## src/rtl/if_fetch_stage.sv

```systemverilog
`default_nettype none
// +--------------------------------------------------------------------------+
// | if_fetch_stage : PC owner, req/ack instruction fetch, IF/ID presentation  |
// | Optional: define IF_MISALIGN_CHECK_EN to add misalign_err and aligning.   |
// | Rev 1.0                                                                    |
// +--------------------------------------------------------------------------+
module if_fetch_stage #(
  parameter logic [31:0] RESET_PC  = 32'h0000_0000,
  parameter logic [31:0] NOP_INSTR = 32'h0000_0000
) (
  input  logic        clk,
  input  logic        rst,
  input  logic        freeze,
  input  logic        Branch_taken,
  input  logic [31:0] Branch_addr,
  output logic        imem_req,
  output logic [31:0] imem_addr,
  input  logic        imem_ack,
  input  logic [31:0] imem_rdata,
  output logic [31:0] PC,
  output logic [31:0] Instruction,
  output logic        valid
`ifdef IF_MISALIGN_CHECK_EN
  ,
  output logic        misalign_err
`endif
);

  typedef enum logic [0:0] {
    S_REQ = 1'b0,
    S_OUT = 1'b1
  } state_t;

  state_t      r_state;
  logic [31:0] r_fetch_addr;
  logic        r_redirect_pending;
  logic [31:0] r_redirect_addr;
  logic [31:0] w_target;
  logic [31:0] w_fetch_next;

`ifdef IF_MISALIGN_CHECK_EN
  logic w_misaligned;
  assign w_misaligned = (Branch_addr[1:0] != 2'b00);
  assign w_target     = {Branch_addr[31:2], 2'b00};
`else
  assign w_target     = Branch_addr;
`endif

  assign w_fetch_next = r_fetch_addr + 32'd4;

  // Request drops during the reset cycle so an abandoned fetch is not re-issued.
  assign imem_req  = rst && (r_state == S_REQ);
  assign imem_addr = r_fetch_addr;

  always_ff @(posedge clk) begin
    if (!rst) begin
      r_state            <= S_REQ;
      r_fetch_addr       <= RESET_PC;
      r_redirect_pending <= 1'b0;
      r_redirect_addr    <= 32'd0;
      PC                 <= 32'd0;
      Instruction        <= NOP_INSTR;
      valid              <= 1'b0;
`ifdef IF_MISALIGN_CHECK_EN
      misalign_err       <= 1'b0;
`endif
    end else begin
      case (r_state)
        S_REQ: begin
          if (Branch_taken) begin
            // Address must stay stable until ack, so an unacked redirect is parked.
            if (imem_ack) begin
              r_fetch_addr       <= w_target;
              r_redirect_pending <= 1'b0;
            end else begin
              r_redirect_pending <= 1'b1;
              r_redirect_addr    <= w_target;
            end
`ifdef IF_MISALIGN_CHECK_EN
            if (w_misaligned) misalign_err <= 1'b1;
`endif
          end else if (imem_ack) begin
            if (r_redirect_pending) begin
              r_fetch_addr       <= r_redirect_addr;
              r_redirect_pending <= 1'b0;
            end else begin
              Instruction  <= imem_rdata;
              PC           <= w_fetch_next;
              r_fetch_addr <= w_fetch_next;
              valid        <= 1'b1;
              r_state      <= S_OUT;
            end
          end
        end
        S_OUT: begin
          if (Branch_taken) begin
            valid        <= 1'b0;
            Instruction  <= NOP_INSTR;
            r_fetch_addr <= w_target;
            r_state      <= S_REQ;
`ifdef IF_MISALIGN_CHECK_EN
            if (w_misaligned) misalign_err <= 1'b1;
`endif
          end else if (!freeze) begin
            valid       <= 1'b0;
            Instruction <= NOP_INSTR;
            r_state     <= S_REQ;
          end
        end
        default: r_state <= S_REQ;
      endcase
    end
  end

endmodule
`default_nettype wire

```

## config.mk

```make
export PLATFORM = sky130hd
export DESIGN_NAME = if_fetch_stage
export DESIGN_NICKNAME = d
export VERILOG_FILES = /design/src/rtl/if_fetch_stage.sv
export SDC_FILE = /design/constraint.sdc
export NUM_CORES = 1
export LEC_CHECK = 0
export CAP_MARGIN = 10
export CORE_AREA = 2 2 101 176
export CTS_BUF_LIST = sky130_fd_sc_hd__clkbuf_8
export CTS_CLUSTER_SIZE = 25
export DETAILED_ROUTE_END_ITERATION = 10
export DIE_AREA = 0 0 103 178
export GPL_TIMING_DRIVEN = 0
export SLEW_MARGIN = 30
export SYNTH_ARGS = -nofsm -noshare
export SYNTH_HDL_FRONTEND = slang
export SYNTH_SLANG_ARGS = --single-unit
```

## constraint.sdc

```tcl
create_clock -name clk -period 1.9 [get_ports clk]
set_clock_uncertainty 0.05 [all_clocks]
set_input_delay 0.285 -clock clk [delete_from_list [all_inputs] [get_ports clk]]
set_output_delay 0.285 -clock clk [all_outputs]
set_load 0.1 [all_outputs]
```

==> impl_results.md <==
* Crit-path slowest cell: or4_4
* Predominant post-synthesis flop cell: dfxtp_1
* Die ar. at 18300 um2
* Post-Synth XOR/XNOR Area at 3.46%
* Synthesized instance count at 714
* Placed Cells incl. Taps at 1107
* DRT Wirelength at 23100 um
* Leak Pwr at 0.00331 uW
* TritonCTS sink count at 131
* Reg-to-Reg Start: imem_addr[10]
* WS Path Type: reg2reg
* Area occupied by multi-input gates at 3290 um2
* Sequential fraction of design power at 39.6%
* I/O pin count at 167
* Die Y at 178 um
* Simple-gate share of the synthesized area at 20.5%
* Slowest stage delay, CP at 580 ps
* Largest net degree at the start of global routing at 17
* Fraction of layout cells with a size suffix above 1 at 31.7%
* First-pass GRT wire length at 34600 um
* Pwr/cell area at 865 nW/um2
* Clock H-tree levels at 4
* Fill cell count at 1617
* Crit start category: register
* Hold endpoint: imem_addr[28]
* Sequential cell area fraction in the yosys report at 45.1%
* Switching Share at 40.5%
* Syn_nets at 784
* Most used cell, CP: or4_4
* Final Util at 53.8%
* Critical Path RT at 2200 ps
* Final nets at 995
* Final worst-path cycle share at 108%
* DRT antenna net count at 0
* Clock buffer depth at 2
* Worst-Skew Late Latency at 460 ps
* Max Cap Viol at 0
* Grt total ovfl at 0
* CTS Buf Count at 17
* EDFF count, synth at 0
* Final min period at 2050 ps
* WHS Path Cells at 3
* DR pass1 iterations at 7
* Failing checks: negative setup slack
* Int Power at 4670 uW
* Worst hold path class: in2reg
* Final non-filler cell area at 9070 um2
* Avg Cell Area, Syn at 8.15 um2
* Die X at 103 um
* Worst path cell trace: buf_6 -> nand4_4 -> or4_4 -> or4_4 -> xor2_2 -> a21oi_2
* Hold Crit Start: rst
* Post-route insts no fill at 1165
* Worst reg2reg endpoint: PC[28]
* Synthesis-stage register bit count at 131
* Yosys warnings at 0
* IO buf count at 166
* Max Fclk at 488 MHz
* Logic gate share of total power at 30.8%
* Multiplexer area fraction after synthesis at 0.731%
* CTS root buf: clkbuf_8
* P_sw at 3180 uW
* Syn-to-layout area delta at 55.8%
* Final Hold Viols at 0
* Routed wire per std cell at 19.8 um
* Final Max Tran Viols at 0
* Largest family of logic cells by synthesized area: compound AO/OA/AOI/OAI gates
* Post-Synth Adder-Cell Area at 0.215%
* Flop-to-flop setup slack at -150 ps
* Remaining DRCs at 0
* Detail Placement HPWL at 16800 um
* Worst vdd ir at 0.551 mV
* Initial antenna violation count at 0
* Initial DRC count at 346
* Worst rel slew slack at 35.4%
* CP endpoint kind: register
* Clock Pin Slew Worst Setup and Hold Paths at 80 ps
* CTS tree: built
* Ys async rst share at 0%
* Hold slack final at 215 ps
* Final worst-path setup slack at -148 ps
* FF-to-FF path depth at 6
* Reg area at 2710 um2
* Arr. time, crit path at 2350 ps
* Vias per Instance at 5.46
* Clk network pwr share at 29.6%
* Starting density of the core at 34.5%
* Via count at 6365
* Cell variety after synth at 57
* Ant. Diodes at 0
* Critical path fanouts, max at 5
* Cell Area, Placed at 7900 um2
* Number of global-route vias before repair at 6202
* Hold buffers post-CTS at 0
* Placeable Area at 16900 um2
* Status: finished, violations left
* Area of the mapped netlist at 5820 um2
* Worst-margin pin slew at 973 ps
* Setup Viol. Count Final at 16
* Total track usage at 25.4%
* Row cnt at 63
* RSZ-0062 raised after global routing: true
* Power, Total at 7850 uW
* Synth Area in Compound Gates at 25.1%
* RePlAce Congestion at 0.953
## power by group through the flow
stage	clock (uW)	combinational (uW)	sequential, uW
final	2320	2420	3100
after global routing	2490	2530	3130
after CTS	2350	2380	3100
after detailed placement	0	2330	3150
after global placement	0	2320	3150
after floorplan	0	612	4130
## what timing repair did
action | CTS | global route
setup buffers | 19 | 9
endpoints found under the hold margin | 0 | 0
gates resized for setup | 392 | 42
pin swaps | 24 | 20
setup endpoints to repair | 226 | 99
cloned | 0 | 0
## flip-flops by register name (all words and copies together) (netlist names)
| signal | count |
|---|---|
| Instruction | 32 |
| r_redirect_pending | 1 |
| r_redirect_addr | 32 |
| imem_addr | 32 |
| r_state | 1 |
| PC | 32 |
| valid | 1 |
## cell families after synthesis
family,Yosys count
fa+ha+maj,1
xor+xnor,23
flops,131
mux,4
compound gates,225
buf+inv,69
simple gates,261
## critical path: cells and delay by family, from the launching register on
kind	cells	cell delay, ps
AO/OA/AOI/OAI	1	60
flip-flops	1	350
buffers and inverters	1	100
XOR/XNOR	1	220
AND/OR/NAND/NOR	3	1170
## final cells by class
class / instances / share of cell area [%]
Timing Repair Buffer: 194 / 22.1
Clock buffer: 17 / 2.58
Sequential cell: 131 / 29.8
Buffer: 61 / 4.21
Inverter: 6 / 0.290
Multi-Input combinational cell: 514 / 36.3
Clock inverter: 15 / 1.59
Tap cell: 227 / 3.13
## metrics by stage
stage                     setup slack (ps)  setup TNS [ps]
final                                 -148           -1300
after global routing                  -200           -2500
after CTS                             -182           -1520
after detailed placement             -1470          -90130
after global placement               -1510          -90260
after floorplan                       -246           -2210
## metal layers
metal  vias up  track usage, %  routed length [um]  part of all wire, %
met5         -               0                   0                    0
met4         0            16.2                1490                  6.5
met3        78            5.56                1340                  5.8
met2       285            44.7               12000                   52
met1      3003            26.5                8230                   36
li1       2999               -                   -                    -
## placed cells by master (no fill, tap or decap), drive strengths merged, types with 3 or more instances in the layout
cell	Yosys	routed
xor2	12	12
a21oi	71	71
dfxtp	131	131
nor2	75	75
o211ai	4	4
clkdlybuf4s15	0	96
nor3b	3	3
clkdlybuf4s50	0	66
nor4	9	9
nand3	17	17
a221o	6	6
nand2	106	106
buf	14	44
o211a	3	3
a311oi	3	3
nor3	17	17
o311ai	5	5
clkbuf	49	64
and3	10	10
o221ai	3	3
xnor2	11	11
o21ai	49	49
nand4	13	13
a22oi	34	34
clkinv	0	5
a221oi	14	14
a21o	6	6
inv	6	13
a31o	4	4
a211oi	11	11
o22ai	3	3
or4	3	3
## cells in the mapped netlist (3+ instances only)
| cell | n | area share (%) |
|---|---|---|
| nor3_1 | 14 | 1.2 |
| o21ai_0 | 48 | 4.1 |
| nor4_1 | 8 | 0.86 |
| o22ai_1 | 3 | 0.32 |
| a211oi_1 | 11 | 1.4 |
| nor3_2 | 3 | 0.52 |
| a21o_1 | 6 | 0.77 |
| clkbuf_1 | 49 | 3.2 |
| nand2_1 | 106 | 6.8 |
| o211ai_1 | 4 | 0.52 |
| a221oi_1 | 14 | 2.1 |
| nor2_1 | 75 | 4.8 |
| a221o_1 | 6 | 1.0 |
| a31o_2 | 3 | 0.45 |
| nor3b_1 | 3 | 0.39 |
| inv_1 | 6 | 0.39 |
| nand4_1 | 12 | 1.3 |
| xor2_1 | 12 | 1.8 |
| a21oi_1 | 70 | 6.0 |
| a22oi_1 | 34 | 4.4 |
| o221ai_1 | 3 | 0.45 |
| o211a_1 | 3 | 0.52 |
| o311ai_0 | 4 | 0.60 |
| dfxtp_1 | 131 | 45 |
| nand3_1 | 17 | 1.5 |
| and3_1 | 10 | 1.1 |
| buf_2 | 9 | 0.77 |
| xnor2_1 | 11 | 1.7 |
| a311oi_1 | 3 | 0.45 |
## how the worst max path moves through the flow
| stage | start | endpoint | slack (ps) | cells after the start |
|---|---|---|---|---|
| 6_report | imem_addr[10] | PC[28] | -150 | 6 |
| 5_1_grt | imem_addr[10] | PC[28] | -200 | 6 |
| 4_1_cts | imem_addr[10] | PC[23] | -180 | 8 |
| 3_5_place_dp | rst | imem_req | -1470 | 6 |
| 3_3_place_gp | rst | imem_req | -1510 | 6 |
| 2_1_floorplan | imem_addr[12] | PC[28] | -250 | 6 |
No activity file was read; power rests on OpenSTA's default activity.
